==> src/rtl/vga_timing_pkg.sv <==
// Package: vga_timing_pkg
// Purpose: Shared 640x480@60 Hz timing constants for the VGA sync generator
//          and the downstream pixel/text generator, plus small coordinate
//          helpers used by the scan logic.
// Contents:
//   COORD_W            width of pixel_x / pixel_y (10 bits)
//   coord_t            coordinate type
//   *_DEF              default timing values (pixels / lines / clocks)
//   *_TOTAL_DEF        full line / frame lengths
//   *_SYNC_START/END   half-open sync pulse window [start, end)
//   in_window()        half-open range test on coordinates
//   wrap_inc()         increment with wrap to zero after a last value
package vga_timing_pkg;

  localparam int COORD_W = 10;
  typedef logic [COORD_W-1:0] coord_t;

  localparam int CLK_DIV_DEF   = 4;

  localparam int H_DISPLAY_DEF = 640;
  localparam int H_FRONT_DEF   = 16;
  localparam int H_SYNC_DEF    = 96;
  localparam int H_BACK_DEF    = 48;
  localparam int H_TOTAL_DEF   = H_DISPLAY_DEF + H_FRONT_DEF + H_SYNC_DEF + H_BACK_DEF;

  localparam int V_DISPLAY_DEF = 480;
  localparam int V_FRONT_DEF   = 10;
  localparam int V_SYNC_DEF    = 2;
  localparam int V_BACK_DEF    = 33;
  localparam int V_TOTAL_DEF   = V_DISPLAY_DEF + V_FRONT_DEF + V_SYNC_DEF + V_BACK_DEF;

  localparam int H_SYNC_START_DEF = H_DISPLAY_DEF + H_FRONT_DEF;
  localparam int H_SYNC_END_DEF   = H_SYNC_START_DEF + H_SYNC_DEF;
  localparam int V_SYNC_START_DEF = V_DISPLAY_DEF + V_FRONT_DEF;
  localparam int V_SYNC_END_DEF   = V_SYNC_START_DEF + V_SYNC_DEF;

  // True when lo <= v < hi, all at coordinate width.
  function automatic logic in_window(input coord_t v, input coord_t lo, input coord_t hi);
    return (v >= lo) && (v < hi);
  endfunction

  // Next coordinate along a scan axis: wraps to zero after 'last'.
  function automatic coord_t wrap_inc(input coord_t v, input coord_t last);
    coord_t r;
    if (v == last) begin
      r = {COORD_W{1'b0}};
    end else begin
      r = v + COORD_W'(1);
    end
    return r;
  endfunction

endpackage

==> src/rtl/pixel_tick_div.sv <==
// Module: pixel_tick_div
// Purpose: Divides the system clock down to the pixel rate. A counter runs
//          0..CLK_DIV-1 while enabled and the strobe marks its last count.
// Ports:
//   clk     in   system clock
//   rst_n   in   asynchronous active-low reset
//   en      in   run enable; 0 freezes the counter and forces p_tick low
//   p_tick  out  one-clk pixel strobe, high while the counter sits at CLK_DIV-1
module pixel_tick_div #(
  parameter int CLK_DIV = 4
) (
  input  logic clk,
  input  logic rst_n,
  input  logic en,
  output logic p_tick
);

  localparam int DIV_W = (CLK_DIV > 2) ? $clog2(CLK_DIV) : 1;
  localparam logic [DIV_W-1:0] DIV_LAST = DIV_W'(CLK_DIV - 1);

  logic [DIV_W-1:0] div_cnt_r;
  logic [DIV_W-1:0] div_cnt_next_s;

  // Next divider count: wraps at DIV_LAST, holds while disabled so a paused
  // pixel resumes with its remaining clocks intact.
  always_comb begin
    div_cnt_next_s = div_cnt_r;
    if (en) begin
      if (div_cnt_r == DIV_LAST) begin
        div_cnt_next_s = {DIV_W{1'b0}};
      end else begin
        div_cnt_next_s = div_cnt_r + DIV_W'(1);
      end
    end else begin
      div_cnt_next_s = div_cnt_r;
    end
  end

  // Divider count register.
  always_ff @(posedge clk or negedge rst_n) begin
    if (!rst_n) begin
      div_cnt_r <= {DIV_W{1'b0}};
    end else begin
      div_cnt_r <= div_cnt_next_s;
    end
  end

  // Decoded straight from the count register; en gating keeps the strobe low
  // while the scan is frozen.
  assign p_tick = en & (div_cnt_r == DIV_LAST);

endmodule

==> src/rtl/vga_sync_gen.sv <==
// Module: vga_sync_gen
// Purpose: VGA timing source. Divides clk to the pixel rate, runs the
//          horizontal/vertical scan counters and decodes blanking, syncs and
//          the frame-start marker for the pixel generator and connector.
// Ports:
//   clk          in   system clock (100 MHz)
//   rst_n        in   asynchronous active-low reset
//   en           in   run enable; 0 freezes all state and holds p_tick low
//   p_tick       out  pixel-rate strobe, one clk wide
//   pixel_x      out  current column 0..H_TOTAL-1
//   pixel_y      out  current row 0..V_TOTAL-1
//   video_on     out  high inside the visible area
//   hsync        out  horizontal sync, active low
//   vsync        out  vertical sync, active low
//   frame_start  out  one-clk pulse after the scan wraps to (0,0)
module vga_sync_gen
  import vga_timing_pkg::*;
#(
  parameter int CLK_DIV   = CLK_DIV_DEF,
  parameter int H_DISPLAY = H_DISPLAY_DEF,
  parameter int H_FRONT   = H_FRONT_DEF,
  parameter int H_SYNC    = H_SYNC_DEF,
  parameter int H_BACK    = H_BACK_DEF,
  parameter int V_DISPLAY = V_DISPLAY_DEF,
  parameter int V_FRONT   = V_FRONT_DEF,
  parameter int V_SYNC    = V_SYNC_DEF,
  parameter int V_BACK    = V_BACK_DEF
) (
  input  logic               clk,
  input  logic               rst_n,
  input  logic               en,
  output logic               p_tick,
  output logic [COORD_W-1:0] pixel_x,
  output logic [COORD_W-1:0] pixel_y,
  output logic               video_on,
  output logic               hsync,
  output logic               vsync,
  output logic               frame_start
);

  localparam int H_TOTAL = H_DISPLAY + H_FRONT + H_SYNC + H_BACK;
  localparam int V_TOTAL = V_DISPLAY + V_FRONT + V_SYNC + V_BACK;

  // All compare constants are pre-sized to the coordinate width.
  localparam coord_t H_LAST   = coord_t'(H_TOTAL - 1);
  localparam coord_t V_LAST   = coord_t'(V_TOTAL - 1);
  localparam coord_t H_VIS    = coord_t'(H_DISPLAY);
  localparam coord_t V_VIS    = coord_t'(V_DISPLAY);
  localparam coord_t HS_START = coord_t'(H_DISPLAY + H_FRONT);
  localparam coord_t HS_END   = coord_t'(H_DISPLAY + H_FRONT + H_SYNC);
  localparam coord_t VS_START = coord_t'(V_DISPLAY + V_FRONT);
  localparam coord_t VS_END   = coord_t'(V_DISPLAY + V_FRONT + V_SYNC);

  logic   p_tick_s;
  logic   adv_s;
  logic   x_wrap_s;
  logic   y_wrap_s;
  logic   frame_wrap_s;
  coord_t x_next_s;
  coord_t y_next_s;

  coord_t pixel_x_r;
  coord_t pixel_y_r;
  logic   video_on_r;
  logic   hsync_r;
  logic   vsync_r;
  logic   frame_start_r;

  pixel_tick_div #(
    .CLK_DIV (CLK_DIV)
  ) u_tick_div (
    .clk    (clk),
    .rst_n  (rst_n),
    .en     (en),
    .p_tick (p_tick_s)
  );

  assign adv_s    = p_tick_s & en;
  assign x_wrap_s = (pixel_x_r == H_LAST);
  assign y_wrap_s = (pixel_y_r == V_LAST);

  // Next scan position. The row steps on the same edge the column wraps, and
  // the frame wraps only when both wrap together.
  always_comb begin
    x_next_s     = pixel_x_r;
    y_next_s     = pixel_y_r;
    frame_wrap_s = 1'b0;
    if (adv_s) begin
      x_next_s = wrap_inc(pixel_x_r, H_LAST);
      if (x_wrap_s) begin
        y_next_s     = wrap_inc(pixel_y_r, V_LAST);
        frame_wrap_s = y_wrap_s;
      end else begin
        y_next_s     = pixel_y_r;
        frame_wrap_s = 1'b0;
      end
    end else begin
      x_next_s     = pixel_x_r;
      y_next_s     = pixel_y_r;
      frame_wrap_s = 1'b0;
    end
  end

  // Scan registers. Flags are decoded from the next-state coordinates so
  // they change on the same edge as pixel_x/pixel_y (no pipeline lag).
  always_ff @(posedge clk or negedge rst_n) begin
    if (!rst_n) begin
      pixel_x_r     <= {COORD_W{1'b0}};
      pixel_y_r     <= {COORD_W{1'b0}};
      video_on_r    <= 1'b0;
      hsync_r       <= 1'b1;
      vsync_r       <= 1'b1;
      frame_start_r <= 1'b0;
    end else if (en) begin
      pixel_x_r     <= x_next_s;
      pixel_y_r     <= y_next_s;
      video_on_r    <= (x_next_s < H_VIS) && (y_next_s < V_VIS);
      hsync_r       <= ~in_window(x_next_s, HS_START, HS_END);
      vsync_r       <= ~in_window(y_next_s, VS_START, VS_END);
      frame_start_r <= frame_wrap_s;
    end
  end

  assign p_tick      = p_tick_s;
  assign pixel_x     = pixel_x_r;
  assign pixel_y     = pixel_y_r;
  assign video_on    = video_on_r;
  assign hsync       = hsync_r;
  assign vsync       = vsync_r;
  assign frame_start = frame_start_r;

endmodule

==> config.mk <==
export PLATFORM = sky130hd
export DESIGN_NAME = vga_sync_gen
export DESIGN_NICKNAME = d
export VERILOG_FILES = /design/src/rtl/vga_timing_pkg.sv /design/src/rtl/pixel_tick_div.sv /design/src/rtl/vga_sync_gen.sv
export SDC_FILE = /design/constraint.sdc
export NUM_CORES = 1
export LEC_CHECK = 0
export BUFFER_PORTS_ARGS = -buffer_cell sky130_fd_sc_hd__buf_2
export CAP_MARGIN = 20
export CORE_MARGIN = 4
export CORE_UTILIZATION = 45
export DETAILED_ROUTE_END_ITERATION = 8
export GPL_TIMING_DRIVEN = 0
export PLACE_DENSITY = 0.66
export SKIP_CTS_REPAIR_TIMING = 1
export SYNTH_ARGS = -nofsm -noshare
export SYNTH_HDL_FRONTEND = slang
export SYNTH_SLANG_ARGS = --single-unit
==> constraint.sdc <==
create_clock -name clk -period 2.7 [get_ports clk]
set_input_delay 0.54 -clock clk [delete_from_list [all_inputs] [get_ports clk]]
set_output_delay 0.54 -clock clk [all_outputs]
set_load 0.01 [all_outputs]
Yosys cells after proc, flatten, opt, wreduce, memory -nomap -nowiden
Index checks and enable logic that the tools add are counted. W data, S select, Z words.

$add $sub $neg: 3. Multiply operators: 0. Divide/modulo/power cells: 0. $lt $le $gt $ge: 6. Equality and inequality tests: 3. Shifts and indexed selects: 0. Mux-type cells: 8. Bitwise operators: 4. Reductions and logical operators: 3.

Operators with widths (count): $mux W10 (5); $add A10 B1 Y10 const B (2); $eq A10 B10 Y1 const B (2); $lt A10 B10 Y1 const B (2); $lt A10 B9 Y1 const B (2); $ge A10 B10 Y1 const B (1); $ge A10 B9 Y1 const B (1); $logic_and A1 B1 Y1 (3); $add A2 B1 Y2 const B (1); $and A1 B1 Y1 (2); $eq A2 B2 Y1 const B (1); $mux W1 (2); $mux W2 (1); $not A1 Y1 (2).

Bits in registers: 26. Bits in latches: 0. RAM bits: 0. ROM bits: 0. Bits of input ports: 3. Output and inout port bits: 25. Logic and storage cells: 34. Memories kept: 0.

Depth between registers and ports, before layout
Gate-level depths: netlist of run 1.

Depth in word-level cells: 7. Depth in mapped cells: 8. Depth with buffers taken out: 7.

Hierarchy
From an unflattened synthesis of run 1, not the netlist that was laid out.

Cell total of the unflattened synthesis: 139. Area total of the unflattened synthesis: 1408.9 µm².

By module, submodules not included: vga_sync_gen (times used 1, cells an instance 132, area each 1307.5 µm², seq. area each 603.1 µm²); pixel_tick_div (times used 1, cells an instance 7, area each 101.3 µm², seq. area each 50.0 µm²).

Worst setup path before layout of run 1
No wires, ideal clock.

Path kind: register to register. Start: register pixel_x_r[0] (netlist: pixel_x[0]). End: register video_on_r (netlist: video_on). Library setup time: 0.130 ns. Arrival: 1.925 ns. Data required time: 2.570 ns. Path slack: 0.645 ns. Cell stages (with the launch flop): 7. Buffers on the path: 0. Clock period less this slack: 2.055 ns. Path through: dfrtp_1 > ha_1 > and2b_1 > nand4_1 > or4_4 > a221oi_2 > o32ai_1.

Word-level cells in the longest chain between the ends: 5. Elaborated cells between the ends (all ways): 9. Those cells by class: 1 x add/sub; 2 x order compare; 1 x eq/ne; 4 x mux; 1 x reduce/logical.

RTL lines: start, declared (RTL line vga_sync_gen.sv:62) `coord_t pixel_x_r;`; start signal, assigned (RTL line vga_sync_gen.sv:108) `pixel_x_r <= {COORD_W{1'b0}};`; start signal, assigned (RTL line vga_sync_gen.sv:115) `pixel_x_r <= x_next_s;`; $add A10 B1 Y10 or $eq A10 B10 Y1 (tied branches) (RTL line vga_timing_pkg.sv:48, vga_timing_pkg.sv:45, vga_sync_gen.sv:79); $mux W10, on equally long branches (RTL line vga_timing_pkg.sv:45, vga_sync_gen.sv:90); $mux W10 (RTL line vga_sync_gen.sv:88) `if (adv_s) begin`; $lt A10 B10 Y1 or $lt A10 B9 Y1 (tied branches) (RTL line vga_sync_gen.sv:117) `video_on_r <= (x_next_s < H_VIS) && (y_next_s < V_VIS);`; $logic_and A1 B1 Y1 * (RTL line vga_sync_gen.sv:117); end signal, assigned (RTL line vga_sync_gen.sv:117); end, declared (RTL line vga_sync_gen.sv:64) `logic video_on_r;`.

Every way passes the cells marked *; elsewhere a longest branch is shown, timed or not. A chain may end at the register's enable or synchronous reset.

Worst setup path after layout of run 1
Start: register pixel_x_r[0] (netlist: pixel_x[0]). End: register vsync_r (netlist: vsync).

Word-level cells in the longest chain between the ends: 6. Elaborated cells between the ends (all ways): 7. Those cells by class: 2 x order compare; 1 x eq/ne; 2 x mux; 1 x bitwise; 1 x reduce/logical.

RTL lines: $eq A10 B10 Y1 * (RTL line vga_sync_gen.sv:79) `assign x_wrap_s = (pixel_x_r == H_LAST);`; $mux W10 * (RTL line vga_sync_gen.sv:90) `if (x_wrap_s) begin`; $mux W10 * (RTL line vga_sync_gen.sv:88); $ge A10 B9 Y1 or $lt A10 B9 Y1 (tied branches) (RTL line vga_timing_pkg.sv:39) `return (v >= lo) && (v < hi);`; $logic_and A1 B1 Y1 * (RTL line vga_timing_pkg.sv:39); $not A1 Y1 * (RTL line vga_sync_gen.sv:119) `vsync_r <= ~in_window(y_next_s, VS_START, VS_END);`; end signal, assigned (RTL line vga_sync_gen.sv:119); end, declared (RTL line vga_sync_gen.sv:66) `logic vsync_r;`.

Marks and branches as above.

==> summary.txt, run 1 <==
STA
  • Relative slew slack: 0.613
  • Fin crit period: between 2000 and 2500 ps
  • Fin Setup TNS: 0 ps
  • RSZ-0062 raised after global routing: false
  • FMAX: about 0.43 GHz
  • Final setup viols: 0
  • Final Hold Fails: 0
  • Clock Skew: between 5 and 6 ps
  • Final Cycle Share: 0.855
  • Worst-margin pin slew: between 500 and 600 ps
  • Slew Limit Fails: 0

Drt
  • Vias: between 1000 and 1500
  • Avg WL per Cell: around 15 um
  • Initial DRT Pass Iterations: 4
  • Final ANT Viol Nets: 0
  • WL final: approximately 3800 um
  • Drt drc: 0
  • Initial DRC Count: 100
  • Vias/cell: just under 6

Clocking
  • Clock root cell: clkbuf_4
  • Max H-tree Level: 1
  • Sink Count: 26
  • TritonCTS clock tree: done
  • Total CTS buffers: 3
  • Clk buf depth: 2
  • Clock transition at path regs: about 140 ps
  • Clk_lat worst skew: 320 ps

Power and ir drop
  • Psw: 0.000280 W
  • Share of total power in the clock network: 0.224
  • Sw frac: 0.320
  • Internal power: 0.000594 W
  • Combinational power share: 0.222
  • Worst VDD drop: around 0.3 mV
  • Lkg Pwr: about 0.81 nW
  • Power density of the placed cells: ~470 nW/um2
  • Seq pwr share: 0.553

Synth
  • Mapped Cells: ~170
  • Synth async-reset ratio: 1.00
  • Post-synth EDFFs: 0
  • Post-synth top flop: dfrtp_1
  • Average size of a mapped cell: 9.42 um2
  • Post-synthesis sequential area ratio: 0.405
  • Post-synth cell types: 54
  • Register bit total from synthesis: 26
  • Synth warn: 0
  • Cell Area, Synth: 1610 um2
  • Syn_nets: about 180

GRT
  • First-pass GRT wire length: around 6600 um
  • GR Util met1: 0.259
  • Total Routing Usage GR: 0.186
  • GRT met3 Usage: 0.0312
  • GRT busiest layer: met2
  • Vias in the first global route: 1408
  • Met2 usage: 0.298
  • Largest net degree at the start of global routing: 27
  • Initial antenna violation count: 0
  • Grt ovf: 0

Finish
  • Layout area overhead: 14.6%
  • Filler cell count: roughly 320
  • FF/Latch Area: 653 um2
  • Share of layout cells above drive strength 1: 0.238
  • Area of the multi-input gates: 880 um2
  • Fin area: between 1500 and 2000 um2
  • Inserted Diodes: 0
  • Fin util: 0.545
  • Final #Nets: 210

Worst setup path
  • Slowest cell on crit path: dfrtp_1
  • Critical Path Sink Type: register
  • Max incr delay on CP: 500 ps
  • Critical Path Source Type: register
  • Critical Path AT: about 2600 ps
  • Buf/Inv on CP: 1
  • CP Cell Sequence: ha_1, nand2b_1, nor4_2, buf_2, nand4_1, a221oi_1, a31oi_1
  • Setup CP Type: register to register
  • Worst-path maximum fanout: 10
  • CP top delay family: simple AND/OR/NAND/NOR gates
  • Critical path required time: 2940 ps

Place
  • Gpl congestion: ~0.84
  • PortBufs: 27
  • Post-DP Area: ~1800 um2
  • Post-DP HPWL: between 2000 and 3000 um

Die
  • Die Width: a little under 70 um
  • Row cnt: 21
  • I/O Pins: 28
  • Core footprint: about 3400 um2
  • Die Y-Extent: approximately 68 um
  • Die Area: roughly 4600 um2
  • Initial Util: 0.475

Job
  • Max-Cap Viols: 0

Outcome
  • Status: finished, final reports clean

Worst hold path
  • Worst Hold Class: input pin to async pin
per-stage QoR:
step | setup WS (ps) | hold slack [ps] | instances | power [W]
after global routing | 143 | 240 | 248 | 0.000929
after floorplan | 645 | 244 | 171 | 0.000606
after detailed placement | 280 | 491 | 244 | 0.000686
final | 391 | 198 | 248 | 0.000874
after CTS | 273 | 215 | 248 | 0.000884
after global placement | 293 | 481 | 244 | 0.000670
state kept, by name, indices dropped and copies added, names as in the netlist:
| signal | flops |
|---|---|
| u_tick_div.div_cnt_r | 2 |
| frame_start | 1 |
| video_on | 1 |
| pixel_y | 10 |
| pixel_x | 10 |
| hsync | 1 |
| vsync | 1 |
metal layers:
metal	up-vias	wire [um]	part of all wire
met4	0	37	0.0097
met5	-	0	0
met3	4	160	0.042
li1	701	-	-
met1	709	1810	0.47
met2	40	1810	0.47
area by class of cell:
type / count / area share
plain buffers: 9 / 0.0251
inverters: 9 / 0.0210
well taps: 46 / 0.0312
multi-input cells: 127 / 0.476
repair buffers: 27 / 0.0732
flip-flops and latches: 26 / 0.354
clock buffers: 4 / 0.0196
power groups by stage:
stage          sequential, W  combinational (W)  clock (W)
3_5_place_dp        0.000490           0.000197          0
4_1_cts             0.000482           0.000198   0.000204
6_report            0.000484           0.000195   0.000196
3_3_place_gp        0.000486           0.000183          0
5_1_grt             0.000491           0.000219   0.000219
2_1_floorplan       0.000492           0.000114          0
worst paths after layout:
path	from	to	slack [ps]	cells after the start
worst max-delay path	pixel_x[0]	vsync	390	7
worst min-delay path	rst_n	pixel_x[7]	200	1
worst max register to register	pixel_x[0]	vsync	390	7
worst min register to register	vsync	vsync	500	2
max in group asynchronous	rst_n	vsync	2110	1
min in group clk	vsync	vsync	500	2
worst reg2reg max path, stage by stage, from the launching register on:
cell	delay, ps
dfrtp_1	500
ha_1	350
nand2b_1	130
nor4_2	330
buf_2	290
nand4_1	140
a221oi_1	340
a31oi_1	140
cells by family (layout without fill, tap and decap cells):
| kind of cell | Yosys count | after routing | share of synthesized area |
|---|---|---|---|
| muxes | 3 | 3 | 0.0202 |
| DFF | 26 | 26 | 0.405 |
| xor gates and xnor gates | 8 | 8 | 0.0435 |
| buffers and inverters | 18 | 49 | 0.0528 |
| and+or+nand+nor | 72 | 72 | 0.272 |
| AOI/OAI and AO/OA | 40 | 40 | 0.175 |
| adders and majority gates | 4 | 4 | 0.0311 |
Yosys cell counts, types with 5 or more instances:
master   instances  area [um2]
and3_1           5        31.3
dfrtp_1         24         601
inv_1            8        30.0
nand2_1         16        60.1
nand3_1         11        55.1
nand4_1          8        50.1
nor2_1           6        22.5
o21ai_0          5        25.0
o21ai_1          6        30.0
xnor2_1          7        61.3
cell usage in the layout (no fill, tap or decap), types with 2 or more instances in the layout:
cell type and n:
nor3_1 2, nand4_1 8, clkbuf_4 3, nand4bb_1 2, and2_1 3, xnor2_1 7
inv_1 8, a21oi_1 4, o21ai_0 5, mux2_2 2, or3_1 2, and3_1 5
o21ai_1 6, dfrtp_1 24, o31ai_1 4, nor2b_1 2, a31oi_1 3, o211ai_1 3
nor2_1 6, dfstp_2 2, buf_2 31, nand2_1 16, nand3_1 11, a21o_1 2
ha_1 4, nand2b_1 2, a211o_1 2, clkbuf_1 4
Note: power is estimated with default switching activity, not from simulation.
==> run 2: changes to the inputs <==
--- a/config.mk
+++ b/config.mk
@@ -5,13 +5,12 @@
 export SDC_FILE = /design/constraint.sdc
 export NUM_CORES = 1
 export LEC_CHECK = 0
+export ABC_AREA = 1
 export BUFFER_PORTS_ARGS = -buffer_cell sky130_fd_sc_hd__buf_2
 export CAP_MARGIN = 20
 export CORE_MARGIN = 4
-export CORE_UTILIZATION = 45
+export CORE_UTILIZATION = 35
 export DETAILED_ROUTE_END_ITERATION = 8
-export GPL_TIMING_DRIVEN = 0
-export PLACE_DENSITY = 0.66
 export SKIP_CTS_REPAIR_TIMING = 1
 export SYNTH_ARGS = -nofsm -noshare
 export SYNTH_HDL_FRONTEND = slang
==> run 2 against run 1 <==
  * Die area is 25% higher
  * Cell area is 0.68% lower
  * Combinational power is 38% higher
  * Sequential power is 2% higher
  * Critical endpoint is now p_tick
==> summary.txt, run 2 <==
Outcome
  • Status: finished, final reports clean

Worst setup path
  • Reg2reg path depth: 12
  • Buf/Inv on CP: 2
  • Worst-path maximum fanout: 7
  • CP top delay family: flip-flops
  • CP Cell Sequence: ha_1, nand2_8, inv_1, buf_2
  • Critical Path Sink Type: output pin
  • CP Depth: 4
  • Critical Path Source Type: register
  • R2R Setup Slk: a little over 800 ps
  • CP endpoint: p_tick
  • Reg2reg start: pixel_x[1]
  • Max incr delay on CP: between 300 and 400 ps
  • Worst R2R End: video_on
  • Slowest cell on crit path: dfrtp_1
  • Critical path required time: around 2200 ps
  • Critical Path AT: 1410 ps
  • Setup CP Type: register to output pin
  • Worst setup path start: u_tick_div.div_cnt_r[0]

Drt
  • WL final: 3410 um
  • Avg WL per Cell: around 12 um
  • Drt drc: 0
  • Initial DRT Pass Iterations: 4
  • Final ANT Viol Nets: 0
  • Vias: about 1300
  • Vias/cell: around 4.6
  • Initial DRC Count: 49

Power and ir drop
  • Power density of the placed cells: between 500 and 600 nW/um2
  • Worst VDD drop: around 0.28 mV
  • Lkg Pwr: between 1 and 1.5 nW
  • Total power: around 0.001 W

Clocking
  • Total CTS buffers: 3
  • Clock root cell: clkbuf_8
  • Clk buf depth: 2
  • TritonCTS clock tree: done
  • Clock transition at path regs: approximately 100 ps
  • Clk_lat worst skew: 280 ps
  • Sink Count: 26
  • Max H-tree Level: 1

Die
  • Row cnt: 24
  • Initial Util: 0.366
  • Core footprint: around 4400 um2
  • Die Width: 75.7 um
  • Die Y-Extent: between 70 and 80 um
  • Die Area: ~5700 um2
  • I/O Pins: 28

Synth
  • Post-synth top flop: dfrtp_1
  • Post-synth cell types: 28
  • Syn_nets: around 210
  • List of most frequent post-synthesis cells: 50 x nand2_1, 32 x inv_1, 24 x dfrtp_1
  • Post-synthesis sequential area ratio: 0.407
  • Synth top area share: 0.374
  • Top post-synthesis cells by area: dfrtp_1 37%, nand2_1 12%, inv_1 7.5%
  • Count leader, synth: nand2_1
  • Synth warn: 0
  • Post-synth EDFFs: 0
  • Synth area leader: dfrtp_1
  • Register bit total from synthesis: 26
  • Cell Area, Synth: roughly 1600 um2
  • Mapped Cells: 202
  • Average size of a mapped cell: 7.95 um2
  • Synth async-reset ratio: 1.00

STA
  • Clock Skew: around 7.5 ps
  • Final Cycle Share: 0.721
  • FMAX: slightly above 0.5 GHz
  • Slew Limit Fails: 0
  • Relative slew slack: 0.606
  • Final Hold Fails: 0
  • Fin crit period: ~1900 ps
  • Final setup viols: 0
  • Worst-margin pin slew: between 500 and 600 ps
  • RSZ-0062 raised after global routing: false
  • Fin Setup TNS: 0 ps

Finish
  • Most common cell after layout, fill and taps aside: nand2_1
  • Filler cell count: approximately 450
  • Final #Nets: between 200 and 250
  • Layout area overhead: 14.3%
  • Share of layout cells above drive strength 1: 0.277
  • Inserted Diodes: 0
  • Most frequent cells in the layout: 50 x nand2_1, 32 x inv_1, 27 x buf_2, 24 x dfrtp_1, 16 x nand3_1

GRT
  • Grt ovf: 0
  • Initial antenna violation count: 0
  • Largest net degree at the start of global routing: 27
  • First-pass GRT wire length: ~6000 um
  • Total Routing Usage GR: 0.136
  • Vias in the first global route: approximately 1300

Place
  • Post-DP HPWL: 2650 um
  • Gpl congestion: about 0.92
  • PortBufs: 27

Job
  • Max-Cap Viols: 0

Worst hold path
  • Worst Hold Class: input pin to async pin
-- run 2: through the flow --
stage	util	instance area, um2	cells	hold slack, ps	setup slack (ps)
floorplan	-	1610	202	244	1030
global placement	0.406	1780	279	461	766
detailed placement	0.406	1780	279	468	757
CTS	0.418	1830	283	284	735
global route	0.418	1830	283	293	585
finish	0.418	1830	283	251	752
-- run 2: area by class of cell --
cell class,count,area [um2],share of cell area
flip-flops and latches,26,653,0.356
inverters,36,135,0.0737
multi-input cells,138,791,0.431
clock buffers,4,55.1,0.0300
repair buffers,27,135,0.0737
well taps,52,65.1,0.0355
-- run 2: cells by family after synthesis --
family | share of synthesized area
AND/OR/NAND/NOR | 0.362
XOR/XNOR | 0.0273
adder cells (fa/ha/maj) | 0.0312
buffers and inverters | 0.101
flip-flops | 0.407
AO/OA/AOI/OAI | 0.0725
-- run 2: worst min-delay path by stage --
stage	slack [ps]	endpoint	start	cells past startpoint
2_1_floorplan	240	frame_start	rst_n	0
3_3_place_gp	460	u_tick_div.div_cnt_r[0]	u_tick_div.div_cnt_r[0]	1
3_5_place_dp	470	u_tick_div.div_cnt_r[1]	u_tick_div.div_cnt_r[1]	2
4_1_cts	280	u_tick_div.div_cnt_r[1]	rst_n	1
5_1_grt	290	pixel_x[8]	rst_n	1
6_report	250	pixel_x[6]	rst_n	1
-- run 2: where the power goes --
part	switching [W]	internal [W]
Clock	0.000134	0.000131
Combinational	0.000169	0.0000996
Sequential	0.0000529	0.000440
-- run 2: routing by layer --
layer  vias to the layer above  global-route usage  part of all wire
met2                        28               0.211              0.46
met4                         0              0.0447             0.013
met1                       587               0.190              0.48
met5                         -                   0                 0
met3                         5              0.0251             0.046
li1                        684                   -                 -
==> run 3: changes to the inputs <==
==> constraint.sdc (replaced) <==
create_clock -name clk -period 1.9 [get_ports clk]
set_input_delay 0.38 -clock clk [delete_from_list [all_inputs] [get_ports clk]]
set_output_delay 0.38 -clock clk [all_outputs]
set_load 0.01 [all_outputs]
==> run 3 against run 2 <==
  * Die area unchanged
  * Setup slack worse by 680 ps
  * Cell area up 7.8%
  * Core utilization up 3.3 points
  * Highest routed layer unchanged
  * Critical endpoint is now video_on
  * Flip-flop and latch count unchanged
==> summary.txt, run 3 (same netlist as run 2, synthesis figures left out) <==
Worst hold path
  • Worst Hold Class: input pin to async pin

Die
  • Die Area: 5730 um2
  • Initial Util: 0.366
  • I/O Pins: 28
  • Die Y-Extent: ~76 um
  • Row cnt: 24
  • Die Width: 75.7 um
  • Core footprint: between 4000 and 5000 um2

Worst setup path
  • Worst-path maximum fanout: 7
  • Critical Path Source Type: register
  • CP endpoint: video_on
  • Worst R2R End: video_on
  • Setup CP Type: register to register
  • Reg2reg start: pixel_x[0]
  • Worst setup path start: pixel_x[0]
  • Critical path required time: between 2000 and 2500 ps
  • R2R Setup Slk: 70 ps
  • Reg2reg path depth: 13
  • Critical Path Sink Type: register
  • Critical Path AT: ~2000 ps

STA
  • Clock Skew: about 6.9 ps
  • Final Hold Fails: 0
  • Final Cycle Share: 0.964
  • FMAX: 0.546 GHz
  • Relative slew slack: 0.583
  • RSZ-0062 raised after global routing: true
  • Worst-margin pin slew: ~630 ps
  • Slew Limit Fails: 0
  • Final setup viols: 0
  • Fin crit period: 1830 ps

Place
  • Gpl congestion: 0.836
  • DP Cell Count: 283
  • PortBufs: 27
  • Post-DP HPWL: 2700 um

Drt
  • Final ANT Viol Nets: 0
  • Vias: between 1000 and 1500
  • Initial DRC Count: a little over 80
  • Vias/cell: between 4 and 5
  • Initial DRT Pass Iterations: 4
  • WL final: between 3000 and 4000 um
  • Drt drc: 0
  • Avg WL per Cell: roughly 12 um

Clocking
  • Clk buf depth: 2
  • Total CTS buffers: 3
  • Clk_lat worst skew: ~270 ps
  • Clock transition at path regs: ~90 ps
  • Clock root cell: clkbuf_8
  • Max H-tree Level: 1
  • TritonCTS clock tree: done
  • Sink Count: 26

GRT
  • First-pass GRT wire length: about 6000 um
  • Initial antenna violation count: 0
  • Vias in the first global route: 1239
  • Grt ovf: 0
  • Largest net degree at the start of global routing: 27
  • Total Routing Usage GR: 0.136

Power and ir drop
  • Worst VDD drop: 0.405 mV
  • Power density of the placed cells: 759 nW/um2
  • Lkg Pwr: about 1.1 nW

Finish
  • Most frequent cells in the layout: 45 x nand2_1, 31 x inv_1, 27 x buf_2, 24 x dfrtp_1, 13 x nand3_1
  • Layout area overhead: 23.1%
  • Fin util: 0.451
  • Non-Filler Instances: approximately 290
  • Most common cell after layout, fill and taps aside: nand2_1
  • Final #Nets: 250
  • Inserted Diodes: 0
  • Share of layout cells above drive strength 1: 0.361

Job
  • Max-Cap Viols: 0

Outcome
  • Status: finished, final reports clean
==> run 3: layout make-up <==
type	instances	area, um2
multi-input cells	139	865
fillers	443	2410
repair buffers	37	218
inverters	36	135
flip-flops and latches	26	653
well taps	52	65.1
clock buffers	3	41.3
==> run 3: power by group <==
group	total, W	switching (W)	internal (W)
Clock	0.000317	0.000175	0.000142
Sequential	0.000707	0.0000820	0.000625
Combinational	0.000475	0.000274	0.000201
Total	0.00150	0.000531	0.000968
==> run 3: layer usage <==
| layer | up-vias | wire [um] | track usage |
|---|---|---|---|
| li1 | 710 | - | - |
| met1 | 635 | 1750 | 0.183 |
| met2 | 25 | 1680 | 0.217 |
| met3 | 4 | 178 | 0.0317 |
| met4 | 0 | 45 | 0.0408 |
| met5 | - | 0 | 0 |
==> run 3: how the worst min path moves through the flow <==
stage | startpoint | to | cells past startpoint
after floorplan | rst_n | frame_start | 0
after global placement | rst_n | pixel_x[7] | 1
after detailed placement | rst_n | u_tick_div.div_cnt_r[0] | 1
after CTS | rst_n | u_tick_div.div_cnt_r[1] | 1
after global routing | rst_n | pixel_x[8] | 1
final | rst_n | pixel_y[7] | 1
==> run 3: stage by stage <==
stage / area [um2] / hold slack, ps / setup TNS [ps] / setup WS, ps / total power (W)
2_1_floorplan: 1610 / 84.4 / 0 / 229 / 0.000985
3_3_place_gp: 1810 / 436 / 0 / 94.6 / 0.00113
3_5_place_dp: 1810 / 442 / 0 / 44.7 / 0.00113
4_1_cts: 1850 / 138 / 0 / 27.0 / 0.00145
5_1_grt: 1980 / 156 / -153 / -62.3 / 0.00161
6_report: 1980 / 117 / 0 / 68.9 / 0.00150
==> run 3: worst max-delay path: stages, from the launching register on <==
cell,delay (ps)
dfrtp_1,400
ha_2,200
inv_2,50
nor2_4,110
inv_2,50
nor2_4,110
nand2_4,100
nor2_8,180
buf_6,130
a21oi_2,50
nor2_2,120
nand3_2,100
nand3_2,70
nand2_1,40
